## config.mk

```make
export PLATFORM = sky130hd
export DESIGN_NAME = cart_mapper
export DESIGN_NICKNAME = d
export VERILOG_FILES = /design/src/rtl/cart_mapper.sv
export SDC_FILE = /design/constraint.sdc
export NUM_CORES = 1
export LEC_CHECK = 0
export BUFFER_PORTS_ARGS = -buffer_cell sky130_fd_sc_hd__buf_2
export CORE_UTILIZATION = 27
export CTS_CLUSTER_DIAMETER = 40
export CTS_CLUSTER_SIZE = 20
export DETAILED_ROUTE_END_ITERATION = 6
export MAX_ROUTING_LAYER = met4
export SLEW_MARGIN = 20
export SYNTH_ARGS = -nofsm -noshare
export SYNTH_HDL_FRONTEND = slang
export SYNTH_SLANG_ARGS = --single-unit
```

## constraint.sdc

```tcl
create_clock -name clk_i -period 4.7 [get_ports clk_i]
set_input_delay 0.94 -clock clk_i [delete_from_list [all_inputs] [get_ports clk_i]]
set_output_delay 0.94 -clock clk_i [all_outputs]
set_load 0.005 [all_outputs]
```

## src/rtl/cart_mapper.sv

```systemverilog
// Atari 2600 cartridge bank-switching mapper: snoops the 6502 bus and drives ROM/Superchip addressing.
// Optional diagnostics port diag_o is enabled by defining MAPPER_DIAG_EN.
module cart_mapper #(
   parameter int unsigned ROM_ADDR_BITS = 15,
   parameter int unsigned SC_RAM_BITS   = 7,
   parameter int unsigned NUM_MODES     = 7
) (
   input  logic                     clk_i,
   input  logic                     rst_n_i,
   input  logic [2:0]               mode_i,
   input  logic                     sc_en_i,
   input  logic                     bus_stb_i,
   input  logic [12:0]              cpu_addr_i,
   input  logic                     cpu_rnw_i,
   input  logic [7:0]               cpu_data_i,
   output logic [ROM_ADDR_BITS-1:0] rom_addr_o,
   output logic [SC_RAM_BITS-1:0]   cart_ram_addr_o,
   output logic                     cart_ram_we_o,
   output logic                     cart_ram_rd_o,
`ifdef MAPPER_DIAG_EN
   output logic [15:0]              diag_o,
`endif
   output logic [2:0]               bank_o
);

   localparam logic [2:0]  MODE_NONE = 3'd0;
   localparam logic [2:0]  MODE_F8   = 3'd1;
   localparam logic [2:0]  MODE_F6   = 3'd2;
   localparam logic [2:0]  MODE_F4   = 3'd3;
   localparam logic [2:0]  MODE_FE   = 3'd4;
   localparam logic [2:0]  MODE_E0   = 3'd5;
   localparam logic [2:0]  MODE_3F   = 3'd6;
   localparam logic [12:0] FE_HOT    = 13'h01FE;

   typedef enum logic {
      FE_IDLE  = 1'b0,
      FE_ARMED = 1'b1
   } fe_state_e;

   logic [2:0] mode_q, mode_d;
   logic [2:0] bank_q, bank_d;
   logic [2:0] seg0_q, seg0_d;
   logic [2:0] seg1_q, seg1_d;
   logic [2:0] seg2_q, seg2_d;
   fe_state_e  fe_q, fe_d;

   logic [2:0]  mode_dec_c;
   logic        mode_chg_c;
   logic        sc_wr_port_c;
   logic        sc_rd_port_c;
   logic        strobe_c;
   logic [15:0] rom_addr_full_c;
   logic        unused_data_c;

   // Bank a mode starts in: the last bank, where the 6502 reset vector lives.
   function automatic logic [2:0] last_bank(input logic [2:0] mode);
      case (mode)
         MODE_F8: last_bank = 3'd1;
         MODE_F6: last_bank = 3'd3;
         MODE_F4: last_bank = 3'd7;
         default: last_bank = 3'd0;
      endcase
   endfunction

   assign mode_dec_c    = (32'(mode_q) < NUM_MODES) ? mode_q : MODE_NONE;
   assign mode_chg_c    = (mode_i != mode_q);
   assign sc_wr_port_c  = sc_en_i & cpu_addr_i[12] & (cpu_addr_i[11:7] == 5'b00000);
   assign sc_rd_port_c  = sc_en_i & cpu_addr_i[12] & (cpu_addr_i[11:7] == 5'b00001);
   // Superchip window accesses are never treated as hotspots.
   assign strobe_c      = bus_stb_i & ~(sc_wr_port_c | sc_rd_port_c);
   assign unused_data_c = ^{cpu_data_i[7:6], cpu_data_i[4:3]};

   // Next-state decode of hotspots and the FE/3F data snoops.
   always_comb begin
      mode_d = mode_q;
      bank_d = bank_q;
      seg0_d = seg0_q;
      seg1_d = seg1_q;
      seg2_d = seg2_q;
      fe_d   = fe_q;
      if (mode_chg_c) begin
         mode_d = mode_i;
         bank_d = last_bank(mode_i);
         seg0_d = 3'd0;
         seg1_d = 3'd0;
         seg2_d = 3'd0;
         fe_d   = FE_IDLE;
      end else if (strobe_c) begin
         case (mode_dec_c)
            MODE_F8: begin
               if (cpu_addr_i >= 13'h1FF8 && cpu_addr_i <= 13'h1FF9)
                  bank_d = 3'(cpu_addr_i - 13'h1FF8);
            end
            MODE_F6: begin
               if (cpu_addr_i >= 13'h1FF6 && cpu_addr_i <= 13'h1FF9)
                  bank_d = 3'(cpu_addr_i - 13'h1FF6);
            end
            MODE_F4: begin
               if (cpu_addr_i >= 13'h1FF4 && cpu_addr_i <= 13'h1FFB)
                  bank_d = 3'(cpu_addr_i - 13'h1FF4);
            end
            MODE_FE: begin
               if (fe_q == FE_IDLE) begin
                  if (cpu_addr_i == FE_HOT)
                     fe_d = FE_ARMED;
               end else if (cpu_addr_i != FE_HOT) begin
                  bank_d = cpu_data_i[5] ? 3'd0 : 3'd1;
                  fe_d   = FE_IDLE;
               end
            end
            MODE_E0: begin
               case (cpu_addr_i[12:3])
                  10'h3FC: seg0_d = cpu_addr_i[2:0];
                  10'h3FD: seg1_d = cpu_addr_i[2:0];
                  10'h3FE: seg2_d = cpu_addr_i[2:0];
                  default: ;
               endcase
            end
            MODE_3F: begin
               if (!cpu_rnw_i && cpu_addr_i[12:6] == 7'd0)
                  bank_d = cpu_data_i[2:0];
            end
            default: ;
         endcase
      end
   end

   always_ff @(posedge clk_i) begin
      if (!rst_n_i) begin
         mode_q <= mode_i;
         bank_q <= last_bank(mode_i);
         seg0_q <= 3'd0;
         seg1_q <= 3'd0;
         seg2_q <= 3'd0;
         fe_q   <= FE_IDLE;
      end else begin
         mode_q <= mode_d;
         bank_q <= bank_d;
         seg0_q <= seg0_d;
         seg1_q <= seg1_d;
         seg2_q <= seg2_d;
         fe_q   <= fe_d;
      end
   end

   // ROM address is built at 16 bits, then truncated to the BRAM width.
   always_comb begin
      rom_addr_full_c = {4'd0, cpu_addr_i[11:0]};
      case (mode_dec_c)
         MODE_F8, MODE_F6, MODE_F4, MODE_FE:
            rom_addr_full_c = {1'b0, bank_q, cpu_addr_i[11:0]};
         MODE_E0: begin
            case (cpu_addr_i[11:10])
               2'd0:    rom_addr_full_c = {3'd0, seg0_q, cpu_addr_i[9:0]};
               2'd1:    rom_addr_full_c = {3'd0, seg1_q, cpu_addr_i[9:0]};
               2'd2:    rom_addr_full_c = {3'd0, seg2_q, cpu_addr_i[9:0]};
               default: rom_addr_full_c = {3'd0, 3'd7, cpu_addr_i[9:0]};
            endcase
         end
         MODE_3F: begin
            if (cpu_addr_i[11])
               rom_addr_full_c = {5'b11111, cpu_addr_i[10:0]};
            else
               rom_addr_full_c = {2'd0, bank_q, cpu_addr_i[10:0]};
         end
         default: ;
      endcase
   end

   assign rom_addr_o      = rom_addr_full_c[ROM_ADDR_BITS-1:0];
   assign cart_ram_addr_o = cpu_addr_i[SC_RAM_BITS-1:0];
   assign cart_ram_we_o   = sc_wr_port_c & bus_stb_i & ~cpu_rnw_i;
   assign cart_ram_rd_o   = sc_rd_port_c;
   assign bank_o          = (mode_dec_c == MODE_E0) ? seg0_q : bank_q;

`ifdef MAPPER_DIAG_EN
   logic [7:0] switch_cnt_q, switch_cnt_d;

   // Count strobes that move the bank or any E0 segment.
   always_comb begin
      switch_cnt_d = switch_cnt_q;
      if (!mode_chg_c && strobe_c &&
          ({bank_d, seg0_d, seg1_d, seg2_d} != {bank_q, seg0_q, seg1_q, seg2_q}))
         switch_cnt_d = switch_cnt_q + 8'd1;
   end

   always_ff @(posedge clk_i) begin
      if (!rst_n_i)
         switch_cnt_q <= 8'd0;
      else
         switch_cnt_q <= switch_cnt_d;
   end

   // Packed into 16 bits: seg2 and bank contribute their low two bits.
   assign diag_o = {switch_cnt_q, 1'(fe_q), mode_q, seg2_q[1:0], bank_q[1:0]};
`endif

endmodule

```

==> reports/summary.txt, run 1 <==
Cell Pwr Density - 229 nW/um^2
RSZ-0062 raised after global routing - false
Status - completed
Setup Buffers After CTS - 0
Post-synth EDFFs - 6
Clk root buf - clkbuf_8
Drt initial violations - 63
Maximum buffer depth of the clock tree - 2
Fmax - 0.338 GHz
Reg2reg start - mode_q[1]
Final Hold Fails - 0
Clk_skew - 0.00167 ns
Die Wd - 74.9 microns
Avg Synthesized Cell Area - 8.21 sq um
Maximum vdd drop - 0.000124 V
Drt drc - 0
PostCTS Resize Cnt - 0
Post-Route Setup TNS - 0 ns
Max_slew headroom - 64.1%
Routed Antenna Nets - 0
Layout cells sized above 1 - 31.7%
CP max stage cell - or3_1
Register area share after synthesis - 26.5%
Setup slack, reg-to-reg - 2.41 ns
Avg WL per Cell - 13.3 microns
Actual slew at the worst max-slew pin - 0.539 ns
Clock transition at the registers of the reported paths - 0.07 ns
TritonCTS clock tree - yes
Via density - 4.89
Grt total ovfl - 0
Hold buffers post-CTS - 0
Largest net degree at the start of global routing - 22
Inst Count DP - 268
Critical path endpoint category - output pin
Final min period - 2.96 ns
Worst EP required - 3.76 ns
Dpl ws - 1.74 ns
Slew Viols, Final - 0
Max Cap Viol - 0
Reg2Reg Depth - 5
Seq cells post-synth - 16
Most common cell after layout, fill and taps aside - buf_2
CTS Buf Count - 3
Syn_nets - 208
Clock sinks - 16
Initial antenna violation count - 0
Hold Path Origin - fe_q
Ys flop type - dfxtp_1
Worst hold-check path type - reg -> reg
Crit-path max FO - 12
Via count - 1331
Post-synthesis cell type count - 51
Antenna Cells - 0
I/O pin count - 56
Tot Pwr - 380 uW
Most frequent cells in the layout - buf_2 (51), nor2_1 (22), inv_1 (11), a21oi_1 (11), mux2i_1 (11)
Crit path kind - in -> out
Final worst slack - 1.74 ns
Util after Layout - 32.5%
Async SR Flop Fraction - 0%
Die ar. - 5620 sq um
H-tree depth - 1
Die Ht - 74.9 microns
Vias in the first global route - 1188
Clk_lat worst skew - 0.25 ns
Cell row count - 26
Dpl cell area - 1600 sq um
Non-Filler Instances - 272
Core Footprint - 5110 sq um
Fillers - 550
Critical Path Most Common Cell - buf_2
Port Buf Inserts - 51
Worst setup path end - cart_ram_we_o
Hold slack final - 0.465 ns
Yosys warns - 0
Mapped cell area - 1440 sq um
Cells along the critical path - buf_2 > or3_1 > nor3_1 > and3_1 > buf_2
Synth Instances - 175
Critical Path AT - 2.02 ns
First-pass GRT wire length - 5700 microns
Crit path launch type - input pin
GRT Util Overall - 13.5%
Multi-input gate area - 831 sq um
Tcrit/Tclk final - 63.0%
WL final - 3600 microns
Initial Utilization - 28.1%
Post-route cell area - 1660 sq um
Leak Pwr - 0.754 nW
Slowest Stage Delay on Critical Path - 0.42 ns
CP startpoint - cpu_addr_i[11]
DP Wirelength - 2620 microns
Setup Viol. Count Final - 0
Seq. cell area - 380 sq um
Reg2reg end - seg1_q[2]
Nets - 236
Drt first pass iters - 5
GPL Wtd Cong - 0.792
Area grow syn2layout - 15.4%
## power by group
part / switching [mW] / leakage (nW) / internal [mW]
logic: 0.0498 / 0.579 / 0.0437
clock network: 0.0491 / 0.0288 / 0.0743
registers: 0.0124 / 0.146 / 0.151
total: 0.111 / 0.754 / 0.269
## logic make-up after synthesis
logic type | count (synthesis) | share of synthesized area [%]
and+or+nand+nor | 55 | 22.5
AOI/OAI and AO/OA | 43 | 20.0
buffers and inverters | 40 | 15.7
DFF | 16 | 26.5
muxes | 14 | 10.0
adders and majority gates | 4 | 3.48
xor gates and xnor gates | 3 | 1.83
## layout make-up
type,count,share of cell area (%)
repair buffers,52,15.8
clock buffers,4,3.32
well taps,70,5.28
flip-flops and latches,16,22.9
multi-input cells,119,50.1
inverters,11,2.49
## flip-flops by register name, summed over array words and instances (netlist names)
| name | count |
|---|---|
| bank_q | 3 |
| fe_q | 1 |
| mode_q | 3 |
| seg0_q | 3 |
| seg1_q | 3 |
| seg2_q | 3 |
## cell usage after synthesis (2+ instances only)
cell type / n / area share (%)
a22o_1: 2 / 1.2
o21ai_0: 8 / 2.8
clkbuf_1: 8 / 2.1
xnor2_1: 3 / 1.8
buf_4: 17 / 8.9
nand2_1: 4 / 1.0
mux2_2: 3 / 2.4
edfxtp_1: 6 / 13
inv_1: 11 / 2.9
nor2b_1: 3 / 1.3
nand2b_1: 2 / 0.87
o22ai_1: 4 / 1.7
buf_2: 3 / 1.0
or3_1: 3 / 1.3
nor2_1: 22 / 5.7
a211oi_1: 2 / 1.0
dfxtp_1: 10 / 14
mux2i_1: 11 / 7.7
a22oi_1: 2 / 1.0
nor3b_1: 2 / 1.0
ha_1: 4 / 3.5
and3_1: 3 / 1.3
nand4_1: 3 / 1.3
a21oi_1: 11 / 3.8
or4b_1: 2 / 1.4
## routing by layer
metal | GRT usage, % | up-vias | wire (microns)
met1 | 18.0 | 615 | 1770
met5 | - | - | 0
li1 | - | 668 | -
met3 | 1.47 | 2 | 161
met4 | 5.03 | 0 | 19
met2 | 21.2 | 46 | 1660
## worst max-delay path, delay by kind of cell
kind / cells / cell delay, ns
buf+inv: 2 / 0.27
simple gates: 3 / 0.80
## worst min path at each step
stage | to | slack, ns | cells after the start
finish | fe_q | 0.47 | 2
global route | fe_q | 0.51 | 2
CTS | fe_q | 0.47 | 2
detailed placement | fe_q | 0.46 | 2
global placement | fe_q | 0.45 | 2
floorplan | fe_q | 0.44 | 2
(Power assumes the default switching activity.)
==> run 2, diff against run 1 <==
==> constraint.sdc (replaced) <==
create_clock -name clk_i -period 2.78 [get_ports clk_i]
set_input_delay 0.556 -clock clk_i [delete_from_list [all_inputs] [get_ports clk_i]]
set_output_delay 0.556 -clock clk_i [all_outputs]
set_load 0.005 [all_outputs]
==> reports/summary.txt, run 2 (synthesis results as in run 1) <==
Max Cap Viol - 0
CP max stage cell - edfxtp_1
Util after Layout - 32.8%
Multi-input gate area - 831 sq um
Final worst slack - 0.412 ns
Initial Utilization - 28.1%
GPL Wtd Cong - 0.762
Leak Pwr - 0.763 nW
Layout cells sized above 1 - 32.4%
Clk_skew - 0.00261 ns
Tcrit/Tclk final - 85.2%
Dpl ws - 0.369 ns
Die Wd - 74.9 microns
Actual slew at the worst max-slew pin - 0.509 ns
Avg WL per Cell - 12.9 microns
CTS Buf Count - 3
Drt drc - 0
Area grow syn2layout - 16.5%
Initial antenna violation count - 0
Die ar. - 5620 sq um
Die Ht - 74.9 microns
Via density - 4.89
Worst hold-check path type - reg -> reg
H-tree depth - 1
Cells along the critical path - nand2b_1 > o21ai_0 > a22oi_1 > o21ai_0 > buf_2
Worst EP required - 2.22 ns
Most common cell after layout, fill and taps aside - buf_2
Clk root buf - clkbuf_8
PostCTS Resize Cnt - 0
Seq. cell area - 380 sq um
Setup Buffers After CTS - 0
DP Wirelength - 2690 microns
Crit-path max FO - 13
Most frequent cells in the layout - buf_2 (51), nor2_1 (22), inv_1 (11), a21oi_1 (11), mux2i_1 (11)
First-pass GRT wire length - 5840 microns
Cell row count - 26
Final Hold Fails - 0
Antenna Cells - 0
Slew Viols, Final - 0
Delay-heaviest family, CP - compound AO/OA/AOI/OAI gates
M1 wire length - 1760 microns
Status - completed
Crit path kind - reg -> out
Port Buf Inserts - 51
Crit path launch type - flip-flop
Max_slew headroom - 66.1%
Via count - 1341
Vias in the first global route - 1204
Highest metal used - met4
Final min period - 2.37 ns
Critical Path AT - 1.81 ns
WL final - 3530 microns
Fmax - 0.422 GHz
DR WL met2 - 1620 microns
Tot Pwr - 641 uW
Hold buffers post-CTS - 0
Largest net degree at the start of global routing - 20
Grt total ovfl - 0
Met3 WL - 117 microns
Clock transition at the registers of the reported paths - 0.06 ns
TritonCTS clock tree - yes
Setup Viol. Count Final - 0
Drt first pass iters - 4
Critical path buffer and inverter count - 1
RSZ-0062 raised after global routing - false
Maximum vdd drop - 0.000240 V
Core Footprint - 5110 sq um
Post-Route Setup TNS - 0 ns
I/O pin count - 56
Cell Pwr Density - 383 nW/um^2
Fillers - 566
GRT Util Overall - 14.0%
Nets - 238
Maximum buffer depth of the clock tree - 2
Clk_lat worst skew - 0.25 ns
Routed Antenna Nets - 0
Clock sinks - 16
Slowest Stage Delay on Critical Path - 0.58 ns
Critical Path Most Common Cell - o21ai_0
Critical path endpoint category - output pin
Drt initial violations - 89
-- run 2: cell types whose count changed in the layout (fill, tap and decap cells not counted) --
| cell | change |
|---|---|
| buf_4 | +2 |
-- run 2: through the flow --
step	cells	cell area, sq um	hold slack, ns
4_1_cts	274	1670	0.469
3_5_place_dp	270	1620	0.461
6_report	274	1670	0.465
5_1_grt	274	1670	0.505
2_1_floorplan	175	1440	0.439
3_3_place_gp	270	1620	0.447
-- run 2: cell type report --
type	instances	area share (%)
Multi-Input combinational cell	119	49.7
Sequential cell	16	22.7
Timing Repair Buffer	54	16.6
Tap cell	70	5.24
Clock buffer	4	3.29
Inverter	11	2.47
-- run 2: metal layers --
metal / global-route usage, % / vias to the layer above
met5: - / -
met4: 5.03 / 0
met3: 1.61 / 2
met2: 20.9 / 34
met1: 19.4 / 635
li1: - / 670
-- run 2: worst paths after layout --
| kind | startpoint | endpoint | slack, ns | depth (start not counted) |
|---|---|---|---|---|
| worst max-delay path | mode_q[0] | rom_addr_o[12] | 0.41 | 5 |
| worst max register to register | mode_q[2] | seg1_q[0] | 0.56 | 5 |
| worst min register to register | fe_q | fe_q | 0.46 | 2 |
| worst min-delay path | fe_q | fe_q | 0.46 | 2 |
-- run 2: worst min-delay path, stage by stage (launching register included) --
cell and delay [ns]:
dfxtp_1 0.31, o31ai_1 0.06, a21oi_1 0.05
-- run 2: report_power, final --
| part | leakage, nW | internal (mW) | switching (mW) | total (mW) |
|---|---|---|---|---|
| clock network | 0.0288 | 0.126 | 0.0791 | 0.205 |
| logic | 0.588 | 0.0768 | 0.0893 | 0.166 |
| registers | 0.146 | 0.255 | 0.0157 | 0.271 |
| total | 0.763 | 0.457 | 0.184 | 0.641 |
